### src/rtl/fetch_pkg.sv
// fetch_pkg: shared constants and FSM state encoding for the fetch sequencer
package fetch_pkg;
    localparam int MEM_DEPTH = 1000;
    localparam int PC_W = 10;
    localparam int INST_W = 32;
    localparam logic [PC_W-1:0] LAST_PC = PC_W'(MEM_DEPTH - 1);
    localparam logic [1:0] IDLE = 2'd0;
    localparam logic [1:0] FETCH = 2'd1;
    localparam logic [1:0] DRAIN = 2'd2;
    localparam logic [1:0] HALT = 2'd3;
endpackage

### src/rtl/fetch_fifo2.sv
// fetch_fifo2: 2-entry {pc, inst} buffer with registered head, push/pop/flush
module fetch_fifo2
    import fetch_pkg::*;
(
    input  logic              clk,
    input  logic              rst,
    input  logic              push,
    input  logic              pop,
    input  logic              flush,
    input  logic [PC_W-1:0]   wpc,
    input  logic [INST_W-1:0] wdata,
    output logic              valid,
    output logic [PC_W-1:0]   head_pc,
    output logic [INST_W-1:0] head,
    output logic [1:0]        occ
);
    logic [PC_W+INST_W-1:0] e0, e1, w;
    logic take;
    assign w = {wpc, wdata};
    assign take = pop && occ != 2'd0;
    assign valid = occ != 2'd0;
    assign {head_pc, head} = e0;
    // entry 0 is always the head; entry 1 shifts forward on a pop
    always_ff @(posedge clk or posedge rst) begin
        if (rst) begin
            e0 <= '0;
            e1 <= '0;
            occ <= 2'd0;
        end else if (flush) begin
            occ <= 2'd0;
        end else begin
            occ <= occ + {1'b0, push} - {1'b0, take};
            e0 <= (take && occ == 2'd2) ? e1 : (push && (take || occ == 2'd0)) ? w : e0;
            if (push && (occ == 2'd2 ? take : (occ == 2'd1 && !take))) e1 <= w;
        end
    end
endmodule

### src/rtl/fetch_sequencer.sv
// fetch_sequencer: PC generation, in-flight read tracking and decode handoff
module fetch_sequencer
    import fetch_pkg::*;
(
    input  logic              clk,
    input  logic              rst,
    input  logic              start,
    input  logic [PC_W-1:0]   start_pc,
    input  logic              redirect_valid,
    input  logic [PC_W-1:0]   redirect_pc,
    output logic [PC_W-1:0]   imem_pc,
    input  logic [INST_W-1:0] imem_rdata,
    output logic              inst_valid,
    input  logic              inst_ready,
    output logic [INST_W-1:0] inst,
    output logic [PC_W-1:0]   inst_pc,
    output logic              busy,
    output logic              halted,
    output logic              err
);
    logic [1:0] state, occ, load;
    logic [PC_W-1:0] pc, ipc;
    logic inflight, pop, redir, issue, can_start;
    assign imem_pc = pc;
    assign busy = state == FETCH || state == DRAIN;
    assign halted = state == HALT;
    assign pop = inst_valid && inst_ready;
    assign redir = redirect_valid && busy;
    assign can_start = start && (state == IDLE || state == HALT);
    assign load = occ + {1'b0, inflight};
    assign issue = state == FETCH && !redirect_valid && (load < 2'd2 || pop);

    fetch_fifo2 u_fifo (
        .clk(clk),
        .rst(rst),
        .push(inflight && !redir),
        .pop(pop && !redir),
        .flush(redir),
        .wpc(ipc),
        .wdata(imem_rdata),
        .valid(inst_valid),
        .head_pc(inst_pc),
        .head(inst),
        .occ(occ)
    );

    // controller: redirect beats start, pc stops at the last word instead of wrapping
    always_ff @(posedge clk or posedge rst) begin
        if (rst) begin
            state <= IDLE;
            pc <= '0;
            ipc <= '0;
            inflight <= 1'b0;
            err <= 1'b0;
        end else begin
            inflight <= issue;
            if (issue) ipc <= pc;
            if (redir) begin
                if (redirect_pc <= LAST_PC) begin
                    pc <= redirect_pc;
                    state <= FETCH;
                end else begin
                    err <= 1'b1;
                    state <= HALT;
                end
            end else if (can_start) begin
                if (start_pc <= LAST_PC) begin
                    pc <= start_pc;
                    state <= FETCH;
                end else begin
                    err <= 1'b1;
                    state <= HALT;
                end
            end else if (issue) begin
                if (pc == LAST_PC) state <= DRAIN;
                else pc <= pc + 1'b1;
            end else if (state == DRAIN && !inflight && occ == 2'd0) begin
                state <= HALT;
            end
        end
    end
endmodule
### config.mk
export PLATFORM = sky130hd
export DESIGN_NAME = fetch_sequencer
export DESIGN_NICKNAME = d
export VERILOG_FILES = /design/src/rtl/fetch_pkg.sv /design/src/rtl/fetch_fifo2.sv /design/src/rtl/fetch_sequencer.sv
export SDC_FILE = /design/constraint.sdc
export NUM_CORES = 1
export LEC_CHECK = 0
export ABC_AREA = 1
export BUFFER_PORTS_ARGS = -buffer_cell sky130_fd_sc_hd__buf_2
export CAP_MARGIN = 20
export CELL_PAD_IN_SITES_DETAIL_PLACEMENT = 0
export CELL_PAD_IN_SITES_GLOBAL_PLACEMENT = 1
export CORE_AREA = 2 2 105 157
export CTS_CLUSTER_DIAMETER = 150
export DETAILED_ROUTE_END_ITERATION = 10
export DIE_AREA = 0 0 107 159
export PLACE_DENSITY_LB_ADDON = 0.1
export SYNTH_ARGS = -nofsm -noshare
export SYNTH_HDL_FRONTEND = slang
export SYNTH_SLANG_ARGS = --single-unit
### constraint.sdc
create_clock -name clk -period 3.3 [get_ports clk]
set_input_delay 0.66 -clock clk [delete_from_list [all_inputs] [get_ports clk]]
set_output_delay 0.66 -clock clk [all_outputs]
set_load 0.01 [all_outputs]
* Yosys cells after proc, flatten, opt, wreduce, memory -nomap -nowiden
Index checks and enable logic that the tools add are counted. W data, S select, Z words.
Storage, ports and cells: bits in registers 110, bits in latches 0, memory bits (writable) 0, ROM bits 0, input bits 57, logic and storage cells 83, memories kept 0
Cells by class: add/subtract/negate cells 4, multiply operators 0, div/mod/pow operators 0, order comparisons 3, eq/ne operators 12, shifts and indexed selects 0, multiplexer cells 21, bitwise gates (word level) 1, reduce and logical (&&, ||, !) cells 34
Operators by type and width (count):
- $mux W42 | 2
- $mux W10 | 6
- $le A10 B10 Y1 const B | 2
- $mux W2 | 8
- $logic_and A1 B1 Y1 | 14
- $add A10 B1 Y10 const B | 1
- $eq A10 B10 Y1 const B | 1
- $eq A2 B2 Y1 const B | 3
- $reduce_and A2 Y1 | 3
- $reduce_bool A2 Y1 | 3
- $mux W1 | 5
- $add A2 B1 Y2 | 2
- $eq A2 B1 Y1 const B | 2
- $logic_not A1 Y1 | 4
- $logic_not A2 Y1 | 2
- $logic_or A1 B1 Y1 | 4
- $ne A2 B2 Y1 const B | 2
- $ne A4 B2 Y1 const B | 1
- $reduce_and A4 Y1 | 1
- $reduce_bool A4 Y1 | 1
- $ne A3 B2 Y1 const B | 1
- $ne A3 B3 Y1 const B | 1
- $reduce_and A3 Y1 | 1
- $reduce_bool A3 Y1 | 1
- other kinds (4) | 4

* Depth between registers and ports, before layout
Gate-level depths: netlist of the first run.
depth after elaboration 11, depth in mapped cells 15, mapped depth without buffers 15

* Hierarchy
Synthesis of the first run repeated with hierarchy kept, for this count alone.
Unflattened totals: cell total of the unflattened synthesis 755, area total of the unflattened synthesis 5612.9 um^2
Modules (own cells, without submodules):
- fetch_fifo2 | instances 1, cells each 529, area each 4070.2 um^2, sequential area each 2152.1 um^2
- fetch_sequencer | instances 1, cells each 226, area each 1542.7 um^2, sequential area each 600.6 um^2

* Least setup slack after synthesis of the first run
OpenSTA, ideal clock, no wires.
kind register -> register, start register state[0], end register u_fifo.occ[1], setup time 0.116 ns, arrival 1.946 ns, required time 3.184 ns, setup slack 1.238 ns, cell stages (with the launch flop) 15, path buffers 1, period minus slack after synthesis 2.062 ns, cell sequence dfrtp_1 > inv_1 > ha_1 > inv_2 > nand2_1 > inv_2 > nor2_4 > clkbuf_1 > nand2_1 > nand2_1 > ha_1 > xnor2_1 > nor2_1 > nand2_1 > nand2_1
On the way: longest elaborated chain between the ends 8, elaborated cells between the ends (all ways) 11, those cells by class add/sub (2); eq/ne (2); mux (1); reduce/logical (6)
Ends and longest elaborated chain:
- start: declaration | line fetch_sequencer.sv:21 | logic [1:0] state, occ, load;
- start signal: assignment | line fetch_sequencer.sv:50 | state <= IDLE;
- start signal: assignment | line fetch_sequencer.sv:61 | state <= FETCH;
- start signal: assignment | line fetch_sequencer.sv:64 | state <= HALT;
- $eq A2 B1 Y1 or $eq A2 B2 Y1 (tied branches) | line fetch_sequencer.sv:25 | assign busy = state == FETCH || state == DRAIN;
- $logic_or A1 B1 Y1 * | line fetch_sequencer.sv:25
- via busy | line fetch_sequencer.sv:17 | output logic busy,
- $logic_and A1 B1 Y1 * | line fetch_sequencer.sv:28 | assign redir = redirect_valid && busy;
- $logic_not A1 Y1 | line fetch_sequencer.sv:36, fetch_sequencer.sv:37
- $logic_and A1 B1 Y1 (on tied branches) | line fetch_sequencer.sv:36, fetch_sequencer.sv:37
- $add A2 B1 Y2 or $logic_and A1 B1 Y1 (tied branches) | line fetch_fifo2.sv:32, fetch_fifo2.sv:20
- $sub A2 B1 Y2 | line fetch_fifo2.sv:32 | occ <= occ + {1'b0, push} - {1'b0, take};
- $mux W2 * | line fetch_fifo2.sv:29 | end else if (flush) begin
- end signal: assignment | line fetch_fifo2.sv:32
- end: declaration | line fetch_fifo2.sv:15 | output logic [1:0] occ
Mark *: on every way through the listed nets, which the timed path passes. The rest lies on a longest branch. A chain may end at the register's enable or synchronous reset.

* Worst setup path after layout of the first run
start register state[0], end register u_fifo.e0[16]
On the way: longest elaborated chain between the ends 10, elaborated cells between the ends (all ways) 15, those cells by class eq/ne (2); mux (1); bitwise (1); reduce/logical (11)
Ends and longest elaborated chain:
- $eq A2 B1 Y1 or $eq A2 B2 Y1 (tied branches) | line fetch_sequencer.sv:25
- $logic_or A1 B1 Y1 * | line fetch_sequencer.sv:25
- $logic_and A1 B1 Y1 * | line fetch_sequencer.sv:28
- $logic_not A1 Y1 | line fetch_sequencer.sv:36, fetch_sequencer.sv:37
- $logic_and A1 B1 Y1 | line fetch_sequencer.sv:37 | .pop(pop && !redir),
- $logic_and A1 B1 Y1 | line fetch_fifo2.sv:20 | assign take = pop && occ != 2'd0;
- $logic_or A1 B1 Y1 | line fetch_fifo2.sv:33 | e0 <= (take && occ == 2'd2) ? e1 : (push && (take || occ == 2'd0)) ? w : e0;
- $logic_and A1 B1 Y1 | line fetch_fifo2.sv:33
- $reduce_bool A2 Y1 (no line)
- $reduce_and A2 Y1 (no line)
- end signal: assignment | line fetch_fifo2.sv:33
- end: declaration | line fetch_fifo2.sv:17 | logic [PC_W+INST_W-1:0] e0, e1, w;
Every way passes the cells marked *; elsewhere a longest branch is shown, timed or not.

==> reports/metrics.cfg, run 1 <==
[placed_design]
preCtsSetupSlack_ps=692
placed_area_um2=6310
place.gp.congestion=0.803
port_buffers=112
dpl.hpwl_um=9810

[detailed_routing]
antenna_left=0
routed_wirelength_um=14400
drtPass1Iterations=7
num_vias=5032
drc_errors=0
vias_per_cell=4.77
routedWlPerCell_um=13.6
drt_iter0_drc=251

[clock_network]
clock-root-buffer=clkbuf_16
clock_path_buffers=2
cts_inserted_buffers=9
cts_resized=0
cts_tree=done
clock-sinks=110
post_cts.repair.setup_buffers=0
cts.reportedPaths.clkPinSlew_ps=80
clock_latency_ps=350
htree_levels=3
cts_hold_buf=0

[synthesis]
mappedNetlistArea_um2=5520
ys_types=22
ys_seq_elements=110
postSynthAreaPerCell_um2=7.36
syn_nets=812
synth_cells=750
yosysWarnings=0
yosysSeqAreaShare_pct=49.9

[sta]
tightest_slew_ps=903
drv_slew=0
rsz0062_at_grt=no
final.period_utilization_pct=78.4
post-route-min-period_ps=2590
hold_violations=0
setup_viol=0
slew_headroom_pct=39.7
finalClockSkew_ps=10.0
fmax_mhz=387
setup_tns_ps=0
worst_slack_ps=714

[cells_and_area]
nets=908
multi_input_area_um2=2350
drive_above_1_share_pct=18.7
n_fill_cell=1624
final_core_util_pct=42.3
seqCellArea_um2=2750
design_area_um2=6620
syn_to_final_growth_pct=19.9
antennaDiodeCount=0

[floorplan]
initial_core_util_pct=35.3
die-width_um=107
core-area_um2=15600
die-area_um2=17000
rows=56
dieHeight_um=159
ios=113

[setup_path]
slowest_delay_ps=390
crit_path_start_kind=flop
path_cells=inv_1 -> ha_1 -> inv_2 -> nand2_1 -> buf_4 -> inv_2 -> nor2_4 -> nand3_4 -> buf_12 -> nand2_2 -> buf_4 -> nand2_1 -> nand2_1
cp-end-kind=flop
worst-endpoint-required_ps=3540
worst-endpoint-arrival_ps=2830
critPathSlowestCell=dfrtp_1
crit_top_cell=nand2_1
path_class=flop to flop
worstPathMaxFanout=127

[outcome]
status=completed

[grt]
grt_pass1_wl_um=24200
grt_pass1_vias=4838
antenna_found_initial=1
grt_max_degree=128
grt_overflow=0
grt_usage_pct=17.6

[min_path]
min_path_type=flop to flop

[power]
pwr_density_cell_nw_per_um2=897
vdd_drop_max_mv=0.353
p_leak_nw=3.71

[job]
drv_cap=0

-- path summary, 6_finish.rpt --
| kind | start | endpoint | cells past startpoint | slack, ps |
|---|---|---|---|---|
| max in group asynchronous | rst | u_fifo.e1[37] | 3 | 2030 |
| worst max register to register | state[0] | u_fifo.e0[16] | 13 | 710 |
| worst min register to register | err | err | 1 | 470 |
| worst max-delay path | state[0] | u_fifo.e0[16] | 13 | 710 |
| min in group asynchronous | rst | u_fifo.e0[21] | 2 | 480 |
| worst min-delay path | err | err | 1 | 470 |
-- metal layers --
metal  part of all wire [%]  wire length (um)  vias to the layer above  track usage (%)
met5                  0.090                13                        -                0
met1                     44              6340                     2367             22.4
met2                     50              7260                      105             30.5
met3                    4.1               589                       12             3.40
met4                    1.2               176                        2             4.66
li1                       -                 -                     2546                -
-- state kept, by name, summed over array words and instances (netlist names) --
register and count:
err 1, imem_pc 10, inflight 1, ipc 10, state 2, u_fifo.e0 42, u_fifo.e1 42, u_fifo.occ 2
-- critical path, delay by kind of cell (launching register included) --
family,cells,cell delay [ps]
buffers and inverters,6,1160
adder cells (fa/ha/maj),1,320
AND/OR/NAND/NOR,6,500
flip-flops,1,390
-- kinds of logic (layout without fill, tap and decap cells) --
group                    count (synthesis)  count (layout)  share of synthesized area, %
XOR/XNOR                                 1               1                         0.159
AND/OR/NAND/NOR                        459             459                          34.5
AO/OA/AOI/OAI                           66              66                          6.23
flip-flops                             110             110                          49.9
adder cells (fa/ha/maj)                  5               5                          1.13
buffers and inverters                  109             210                          8.12
-- metrics by stage --
stage,power (mW),instances,hold WS (ps)
after global routing,6.53,1054,494
after CTS,6.05,1054,475
after global placement,4.80,1037,453
after floorplan,4.00,750,442
final,5.93,1054,470
after detailed placement,4.89,1038,455
-- layout make-up --
type	instances	area share, %
sequential	110	41.6
multi-input combinational	531	35.5
timing repair buffer	124	10.4
inverter	70	4.03
tap	203	3.84
clock buffer	10	3.61
clock inverter	6	1.00
-- cell usage after synthesis, drive strengths merged --
| cell | count | share of area, % |
|---|---|---|
| a21oi | 4 | 0.36 |
| nand3 | 112 | 10 |
| o21ai | 57 | 5.2 |
| a31oi | 2 | 0.23 |
| xnor2 | 1 | 0.16 |
| nor2 | 26 | 2.1 |
| or2 | 6 | 0.68 |
| ha | 5 | 1.1 |
| clkbuf | 11 | 0.75 |
| nand2 | 315 | 22 |
| dfrtp | 110 | 50 |
| inv | 70 | 4.8 |
| buf | 28 | 2.6 |
| o211ai | 3 | 0.41 |
-- power by group --
| part | internal, mW | switching [mW] | total (mW) | leakage (nW) |
|---|---|---|---|---|
| Combinational | 0.895 | 1.50 | 2.40 | 2.19 |
| Clock | 0.615 | 0.513 | 1.13 | 0.153 |
| Sequential | 1.98 | 0.425 | 2.41 | 1.37 |
-- cell usage in the layout, fill, tap and decap left out, drive strengths merged --
cell type	n
a31oi	2
clkinvlp	1
xnor2	1
buf	124
o211ai	3
o21ai	57
nor2	26
ha	5
nand3	112
or2	6
a21oi	4
clkinv	3
dfrtp	110
inv	71
bufinv	1
nand2	315
clkbuf	10
(Power assumes the default switching activity.)
==> inputs of run 2 (changes only) <==
==> constraint.sdc (replaced) <==
create_clock -name clk -period 2.3 [get_ports clk]
set_input_delay 0.46 -clock clk [delete_from_list [all_inputs] [get_ports clk]]
set_output_delay 0.46 -clock clk [all_outputs]
set_load 0.01 [all_outputs]
==> run 2 against run 1 <==
  * Core utilization increased by 0.24 points
  * Combinational power grew 46%
  * Worst setup slack got worse by 480 ps
  * Final cell count up 0.57%
  * Fmax rose by 25%
==> reports/metrics.cfg, run 2 (synthesis gave the netlist of run 1 again) <==
[sta]
final.period_utilization_pct=89.9  ; +12 points
fmax_mhz=483  ; +25%
tightest_slew_ps=426  ; -477 ps
post-route-min-period_ps=2070  ; -518 ps
drv_slew=0  ; unchanged
slew_headroom_pct=71.5  ; +32 points
setup_viol=0  ; unchanged
rsz0062_at_grt=no
hold_violations=0  ; unchanged
setup_tns_ps=0  ; unchanged
finalClockSkew_ps=9.82  ; -0.179 ps

[clock_network]
clock-root-buffer=clkbuf_16
cts_inserted_buffers=9  ; unchanged
cts_tree=done
cts.reportedPaths.clkPinSlew_ps=70  ; about the same
clock_path_buffers=2  ; unchanged
clock-sinks=110  ; unchanged
htree_levels=3  ; unchanged
clock_latency_ps=350  ; about the same

[setup_path]
crit_path_start_kind=flop
worst-endpoint-required_ps=2540  ; -1000 ps
r2r_setup_slack_ps=230  ; -480 ps
worst-endpoint-arrival_ps=2300  ; -530 ps
path_class=flop to flop
r2r-start=state[0]
cp-end-kind=flop
worstRegToRegCells=15  ; +2
worstPathMaxFanout=6  ; -95%
rr_endpoint=u_fifo.occ[1]

[placed_design]
place.gp.congestion=0.767  ; -4.5%
port_buffers=112  ; unchanged
dpl.hpwl_um=10100  ; +2.6%
placed_area_um2=6360  ; +0.71%

[floorplan]
dieHeight_um=159  ; unchanged
rows=56  ; unchanged
initial_core_util_pct=35.3  ; unchanged
die-width_um=107  ; unchanged
core-area_um2=15600  ; unchanged
ios=113  ; unchanged
die-area_um2=17000  ; unchanged

[cells_and_area]
nets=914  ; +0.66%
drive_above_1_share_pct=19.3  ; +0.57 points
final_core_util_pct=42.6  ; +0.24 points
design_area_um2=6650  ; +0.57%
layout_commonest_cell=nand2_1
n_fill_cell=1635  ; +0.68%
largest_registers=u_fifo.e0: 42 flops, u_fifo.e1: 42 flops
mostFrequentLayoutCells=312 x nand2_1, 112 x buf_2, 110 x nand3_1, 110 x dfrtp_1, 66 x inv_1
syn_to_final_growth_pct=20.6
antennaDiodeCount=0  ; unchanged

[power]
vdd_drop_max_mv=0.470  ; +33%
p_leak_nw=3.72  ; +0.31%
pwr_density_cell_nw_per_um2=1270  ; +42%

[detailed_routing]
routedWlPerCell_um=13.6  ; about the same
drc_errors=0  ; unchanged
num_vias=5004  ; -0.56%
antenna_left=0  ; unchanged
routed_wirelength_um=14500  ; +0.52%
drtPass1Iterations=4  ; -3
drt_iter0_drc=219  ; -13%
vias_per_cell=4.72  ; -1.1%

[grt]
grtUsageMet2_pct=30.7  ; +0.26 points
grt_pass1_wl_um=24700  ; +2.1%
met3_usage_pct=3.85  ; +0.45 points
grt_pass1_vias=4975  ; +2.8%
grt_use_met1_pct=23.1  ; +0.67 points
grt_overflow=0  ; unchanged
top_usage_layer=met2
antenna_found_initial=1  ; unchanged
grt_max_degree=87  ; -32%
grt_usage_pct=18.0  ; +0.31 points

[min_path]
min_path_type=primary input to async pin

[outcome]
status=completed

[job]
drv_cap=0  ; unchanged

## run 2: cell types whose count changed in the layout (fill, tap and decap cells not counted), sizes merged
cell and change:
buf +6, clkinvlp +2, bufinv -1, clkinv -1
## run 2: per-stage QoR
step	worst slack [ps]	instances	total power [mW]	hold WS, ps
after CTS	181	1060	8.61	109
after global routing	18.6	1060	9.33	123
after detailed placement	203	1044	7.04	458
after floorplan	238	750	5.73	442
after global placement	251	1044	6.96	451
final	232	1060	8.47	111
## run 2: how the worst max path moves through the flow
stage,start,to,slack [ps],cells after the start
final,state[0],u_fifo.occ[1],230,15
after global placement,state[0],imem_pc[8],250,11
after detailed placement,state[0],imem_pc[9],200,11
after floorplan,state[0],u_fifo.occ[1],240,14
after CTS,state[0],imem_pc[9],180,11
after global routing,state[0],u_fifo.occ[1],20,15
## run 2: power by group
group | internal, mW | total [mW] | switching [mW]
clock | 0.756 | 1.51 | 0.754
combinational | 1.32 | 3.51 | 2.18
sequential | 2.84 | 3.46 | 0.614
## run 2: timing repair
item,CTS,global route
resized for setup,0,3
endpoints found under the setup margin,0,7
hold buffers,0,0
buffers inserted,0,0
## run 2: final cells by class
cell class,count,area [um^2],share of cell area [%]
timing repair buffer,130,737,11.1
clock inverter,6,55.1,0.827
clock buffer,10,229,3.44
sequential,110,2750,41.4
multi-input combinational,531,2360,35.5
tap,203,254,3.82
inverter,70,267,4.01
## run 2: critical path: stages, from the launching register on
cell,delay [ps]
dfrtp_1,380
inv_1,70
ha_1,310
inv_2,40
nand2_1,110
inv_2,100
nor2_4,190
inv_1,60
nor2_1,110
inv_1,70
nand2_1,60
ha_1,150
xnor2_1,140
nor2_1,60
nand2_1,60
nand2_1,50
## run 2: routing by layer
metal	share of wire, %	vias to the layer above	wire length, um
li1	-	2577	-
met1	46	2327	6610
met2	49	88	7150
met3	3.7	10	541
met4	0.95	2	138
met5	0.11	-	16
